[src/rtl/ps2_scan_framer.sv]
// ps2_scan_framer
//   Collapses PS/2 set-2 prefix sequences (E0, F0, E0 F0) from the receiver's byte
//   stream into 10-bit key events {brk, ext, code[7:0]}. The events are buffered in a
//   first-word-fall-through FIFO. The interrupt is asserted while events are pending.
//
//   Optional feature (macro PS2_FRAMER_TIMEOUT_EN): an idle watchdog that abandons a
//   prefix after TIMEOUT_CYCLES clocks with no byte, returning to idle and setting seq_err.
//
// Ports
//   clk_i        system clock, rising edge
//   reset_ni     synchronous active-low reset
//   rx_valid_i   one-cycle strobe, rx_data_i holds a received byte
//   rx_data_i    received scan-code byte
//   rd_pop_i     one-cycle strobe, discard the head event
//   ovf_clr_i    one-cycle strobe, clear overflow_o and seq_err_o
//   evt_o        head event {brk, ext, code}, 0 when empty
//   empty_o      FIFO holds no events
//   full_o       FIFO holds 2^AW events
//   count_o      number of stored events
//   overflow_o   sticky, an event was dropped because the FIFO was full
//   seq_err_o    sticky, an illegal prefix sequence (or prefix timeout) was seen
//   irq_o        level interrupt, equal to ~empty_o
module ps2_scan_framer #(
    parameter int unsigned AW             = 4,
    parameter int unsigned TIMEOUT_CYCLES = 1_000_000
) (
    input  logic          clk_i,
    input  logic          reset_ni,
    input  logic          rx_valid_i,
    input  logic [7:0]    rx_data_i,
    input  logic          rd_pop_i,
    input  logic          ovf_clr_i,
    output logic [9:0]    evt_o,
    output logic          empty_o,
    output logic          full_o,
    output logic [AW:0]   count_o,
    output logic          overflow_o,
    output logic          seq_err_o,
    output logic          irq_o
);

    localparam int unsigned Depth    = 2 ** AW;
    localparam logic [AW:0] DepthCnt = (AW + 1)'(Depth);
    localparam logic [7:0]  ByteExt  = 8'hE0;
    localparam logic [7:0]  ByteBrk  = 8'hF0;

    typedef enum logic [1:0] {
        StIdle,
        StExt,
        StBrk,
        StExtBrk
    } state_e;

    state_e          state_q, state_d;
    logic            push_req;
    logic [9:0]      push_evt;
    logic            seq_err_set;

    logic [9:0]      mem_q [Depth];
    logic [AW-1:0]   wr_ptr_q, wr_ptr_d;
    logic [AW-1:0]   rd_ptr_q, rd_ptr_d;
    logic [AW:0]     count_q, count_d;
    logic            overflow_q, overflow_d;
    logic            seq_err_q, seq_err_d;
    logic            pop_ok, push_ok, ovf_set;

    logic            is_prefix;
    assign is_prefix = (rx_data_i == ByteExt) || (rx_data_i == ByteBrk);

`ifdef PS2_FRAMER_TIMEOUT_EN
    localparam int unsigned TW      = $clog2(TIMEOUT_CYCLES + 1);
    localparam logic [TW-1:0] TmoLast = TW'(TIMEOUT_CYCLES - 1);

    logic [TW-1:0] tmo_cnt_q, tmo_cnt_d;
    logic          tmo_hit;

    // Fires on the TIMEOUT_CYCLES-th consecutive idle clock spent inside a prefix.
    assign tmo_hit = !rx_valid_i && (state_q != StIdle) && (tmo_cnt_q == TmoLast);

    always_comb begin
        tmo_cnt_d = tmo_cnt_q + 1'b1;
        if (rx_valid_i || state_q == StIdle || tmo_hit) begin
            tmo_cnt_d = '0;
        end
    end

    always_ff @(posedge clk_i) begin
        if (!reset_ni) begin
            tmo_cnt_q <= '0;
        end else begin
            tmo_cnt_q <= tmo_cnt_d;
        end
    end
`else
    logic [31:0] unused_timeout;
    assign unused_timeout = TIMEOUT_CYCLES;
`endif

    // Framer next-state and push decode.
    always_comb begin
        state_d     = state_q;
        push_req    = 1'b0;
        push_evt    = {2'b00, rx_data_i};
        seq_err_set = 1'b0;
        if (rx_valid_i) begin
            unique case (state_q)
                StIdle: begin
                    if (rx_data_i == ByteExt) begin
                        state_d = StExt;
                    end else if (rx_data_i == ByteBrk) begin
                        state_d = StBrk;
                    end else begin
                        push_req = 1'b1;
                    end
                end
                StExt: begin
                    if (rx_data_i == ByteBrk) begin
                        state_d = StExtBrk;
                    end else if (rx_data_i != ByteExt) begin
                        push_req = 1'b1;
                        push_evt = {2'b01, rx_data_i};
                        state_d  = StIdle;
                    end
                end
                StBrk: begin
                    state_d = StIdle;
                    if (is_prefix) begin
                        seq_err_set = 1'b1;
                    end else begin
                        push_req = 1'b1;
                        push_evt = {2'b10, rx_data_i};
                    end
                end
                StExtBrk: begin
                    state_d = StIdle;
                    if (is_prefix) begin
                        seq_err_set = 1'b1;
                    end else begin
                        push_req = 1'b1;
                        push_evt = {2'b11, rx_data_i};
                    end
                end
            endcase
        end
`ifdef PS2_FRAMER_TIMEOUT_EN
        else if (tmo_hit) begin
            state_d     = StIdle;
            seq_err_set = 1'b1;
        end
`endif
    end

    // FIFO control. A pop frees the slot a same-cycle push needs when full;
    // a pop while empty is dropped so the push still lands.
    always_comb begin
        pop_ok  = rd_pop_i && (count_q != '0);
        push_ok = push_req && ((count_q != DepthCnt) || pop_ok);
        ovf_set = push_req && !push_ok;

        wr_ptr_d = push_ok ? wr_ptr_q + 1'b1 : wr_ptr_q;
        rd_ptr_d = pop_ok  ? rd_ptr_q + 1'b1 : rd_ptr_q;
        unique case ({push_ok, pop_ok})
            2'b10:   count_d = count_q + 1'b1;
            2'b01:   count_d = count_q - 1'b1;
            default: count_d = count_q;
        endcase

        // A set event beats a same-cycle clear.
        overflow_d = ovf_set     || (overflow_q && !ovf_clr_i);
        seq_err_d  = seq_err_set || (seq_err_q  && !ovf_clr_i);
    end

    always_ff @(posedge clk_i) begin
        if (!reset_ni) begin
            state_q    <= StIdle;
            wr_ptr_q   <= '0;
            rd_ptr_q   <= '0;
            count_q    <= '0;
            overflow_q <= 1'b0;
            seq_err_q  <= 1'b0;
        end else begin
            state_q    <= state_d;
            wr_ptr_q   <= wr_ptr_d;
            rd_ptr_q   <= rd_ptr_d;
            count_q    <= count_d;
            overflow_q <= overflow_d;
            seq_err_q  <= seq_err_d;
        end
    end

    // Storage has no reset; contents are only visible through count_q.
    always_ff @(posedge clk_i) begin
        if (reset_ni && push_ok) begin
            mem_q[wr_ptr_q] <= push_evt;
        end
    end

    assign empty_o    = (count_q == '0);
    assign full_o     = (count_q == DepthCnt);
    assign count_o    = count_q;
    assign evt_o      = empty_o ? 10'd0 : mem_q[rd_ptr_q];
    assign overflow_o = overflow_q;
    assign seq_err_o  = seq_err_q;
    assign irq_o      = !empty_o;

endmodule

[config.mk]
export PLATFORM = sky130hd
export DESIGN_NAME = ps2_scan_framer
export DESIGN_NICKNAME = d
export VERILOG_FILES = /design/src/rtl/ps2_scan_framer.sv
export SDC_FILE = /design/constraint.sdc
export NUM_CORES = 1
export LEC_CHECK = 0
export CELL_PAD_IN_SITES_DETAIL_PLACEMENT = 1
export CELL_PAD_IN_SITES_GLOBAL_PLACEMENT = 1
export CORE_AREA = 2 2 132 108
export DETAILED_ROUTE_END_ITERATION = 10
export DIE_AREA = 0 0 134 110
export DONT_BUFFER_PORTS = 1
export PLACE_DENSITY = 0.74
export SYNTH_ARGS = -nofsm -noshare
export SYNTH_HDL_FRONTEND = slang
export SYNTH_SLANG_ARGS = --single-unit
[constraint.sdc]
create_clock -name clk_i -period 2.8 [get_ports clk_i]
set_input_delay 0.7 -clock clk_i [delete_from_list [all_inputs] [get_ports clk_i]]
set_output_delay 0.7 -clock clk_i [all_outputs]
set_load 0.05 [all_outputs]
==> metrics.yaml <==
status: "finished, violations left"
violations: "setup timing"
cp-end-kind: "output pin"
cts_root_buf: "clkbuf_16"
grt_pass1_wl_um: 25100
io_buffers: 0
die_y_um: 110
cap_viol_max_count: 0
synthTopCellsByArea: "edfxtp_1, mux4_2, dfxtp_1"
drt-total-wl_um: 16700
crit_end: "evt_o[7]"
setup_ws_ns: -0.279
fillers: 1144
leakage_nw: 2.75
tightest_slew_ns: 1.11
ios: 33
core_um2: 13400
drtPass1Iterations: 5
synth_area_per_cell_um2: 19.2
crit_path_frequent_cell: "mux4_2"
cts_max_path_buffers: 2
final_hold_viol_count: 0
synthToLayoutAreaGrowth_pct: 16.7
ff2ff_setup_slack_ns: 0.20
routedWlPerCell_um: 27.3
synth_area_um2: 7260
die_area_um2: 14700
dp_cells: 580
yosys.area.top_type: "edfxtp_1"
clock.fmax_mhz: 325
ctsHtreeMaxLevel: 4
cp_data_arrival_time_ns: 2.38
wl_met1_um: 7010
worstSetupPathType: "reg2out"
drive_gt1_share_pct: 31.6
synth.distinct_cells: 38
postCtsSetupRepairBufs: 0
dr_wl_met3_um: 1210
cts_hold_buf: 0
clk_pin_slew_worst_paths_ns: 0.07
cp_slowest_stage_delay_ns: 0.54
n_antenna_cell: 0
instances_no_fill: 613
cts_buffers: 17
grt_use_total_pct: 24.9
synth-async-reset-ratio_pct: 0
reg2reg_from: "count_o[2]"
antenna_found_initial: 1
num_vias: 3742
gp_congestion: 0.781
slew-limit-headroom_pct: 25.9
synth_fp_nets: 399
nNetsFinal: 440
place_ws_ns: -0.367
synthFlopType: "edfxtp_1"
drt_iter0_markers: 373
wl_met2_um: 8190
first_global_vias: 3945
path_cells: "buf_12, mux4_2, mux4_2, and2_4"
ir_worst_vdd_v: 0.000616
synth_edf_count: 160
final_common_cell: "edfxtp_1"
synthCells: 379
cts_tree: "built"
routed_via_density: 6.10
period_minus_slack_ns: 3.08
fin_crit_sh_pct: 110
top_layer: "met5"
start_util_pct: 54.3
slowest_stage: "mux4_2"
rsz0062_at_grt: "yes"
yosysSeqAreaShare_pct: 72.0
reg2reg_to: "count_o[4]"
cp.required_ns: 2.10
reg2regPathDepth: 10
hpwl_um: 10900
clk_latency_ns: 0.43
power_w: 0.00789
cp-start-kind: "flop"
yosys_warnings: 0
die_w_um: 134
cts.sinks: 181
mostFrequentLayoutCells: "edfxtp_1, mux4_2, buf_4"
drt.antenna.violating_nets: 0
grt_max_degree: 32
synth_top_area_share_pct: 66.2
ys_ff_latch: 181
drc_errors: 0
worst_hold_path_type: "in2reg"
row_count: 38
report.final.setup_viol: 10
grt_remaining_overflow: 0
skew_ns: 0.00743
cp_max_fo: 9
drv_slew: 0
cellPowerDensity_nw_per_um2: 931
-- flip-flops by register name, indices dropped and copies added (netlist names), named ones only --
name,cells
mem_q,160
rd_ptr_q,4
wr_ptr_q,4
state_q,2
seq_err_o,1
count_o,5
overflow_o,1
-- report_power, final --
| group | switching (W) | leakage (nW) | internal, W |
|---|---|---|---|
| logic | 0.00144 | 0.864 | 0.00104 |
| registers | 0.0000950 | 1.61 | 0.00302 |
| clock network | 0.000988 | 0.269 | 0.00131 |
| total | 0.00252 | 2.75 | 0.00537 |
-- area by class of cell --
class	count	area, µm²	area share [%]
clock buffers	19	433	5.11
well taps	180	225	2.66
inverters	7	26.3	0.310
repair buffers	40	462	5.45
clock inverters	13	133	1.57
multi-input cells	173	1960	23.2
flip-flops and latches	181	5230	61.7
-- worst max-delay path, delay by kind of cell (launching register included) --
| family | cells | cell delay, ns |
|---|---|---|
| buffers and inverters | 1 | 0.18 |
| muxes | 2 | 1.07 |
| and+or+nand+nor | 1 | 0.24 |
| DFF | 1 | 0.45 |
-- layer usage --
layer | GRT usage [%] | vias up
met5 | 0 | -
met4 | 8.36 | 2
met2 | 39.7 | 134
met3 | 8.18 | 31
met1 | 33.1 | 1984
li1 | - | 1591
-- stage by stage --
stage                     hold slack [ns]  TNS [ns]  util [%]  area (µm²)
after floorplan                     0.470         0         -        7260
after global placement              0.487    -12.94      58.6        7830
after detailed placement            0.502    -18.70      58.6        7830
after CTS                           0.338     -2.72      63.3        8460
after global routing                0.332     -3.13      63.4        8470
final                               0.361     -2.44      63.4        8470
-- cell usage after synthesis, types with 3 or more instances --
| cell type | instances |
|---|---|
| a21boi_0 | 4 |
| a21oi_1 | 7 |
| and2_1 | 23 |
| buf_1 | 3 |
| buf_2 | 5 |
| clkbuf_1 | 9 |
| dfxtp_1 | 21 |
| edfxtp_1 | 160 |
| ha_1 | 7 |
| inv_1 | 7 |
| mux2i_1 | 5 |
| mux4_2 | 50 |
| nand2_1 | 14 |
| nand3_1 | 7 |
| nor2_1 | 19 |
| nor2b_1 | 3 |
| o21ai_0 | 3 |
| xnor2_1 | 7 |
-- cells by family (layout without fill, tap and decap cells) --
| kind of cell | count (synthesis) | after routing | share of synthesized area (%) |
|---|---|---|---|
| AOI/OAI and AO/OA | 23 | 23 | 2.24 |
| muxes | 55 | 55 | 16.2 |
| and+or+nand+nor | 79 | 79 | 5.82 |
| xor gates and xnor gates | 9 | 9 | 1.09 |
| DFF | 181 | 181 | 72.0 |
| adders and majority gates | 7 | 7 | 1.21 |
| buffers and inverters | 25 | 79 | 1.48 |
-- what timing repair did --
item | 4_1_cts | 5_1_grt
resized for setup | 26 | 4
endpoints found under the setup margin | 10 | 41
cloned | 1 | 0
-- worst min path at each step --
stage / endpoint / start / cells after the start
2_1_floorplan: flop / rd_ptr_q[3] / 2
3_3_place_gp: rd_ptr_q[3] / rd_ptr_q[3] / 2
3_5_place_dp: flop / rd_ptr_q[1] / 2
4_1_cts: mem_q[15][7] / rx_data_i[7] / 0
5_1_grt: mem_q[0][6] / rx_data_i[6] / 0
6_report: state_q[0] / rx_valid_i / 1
Power figures use the tool's default switching activity.
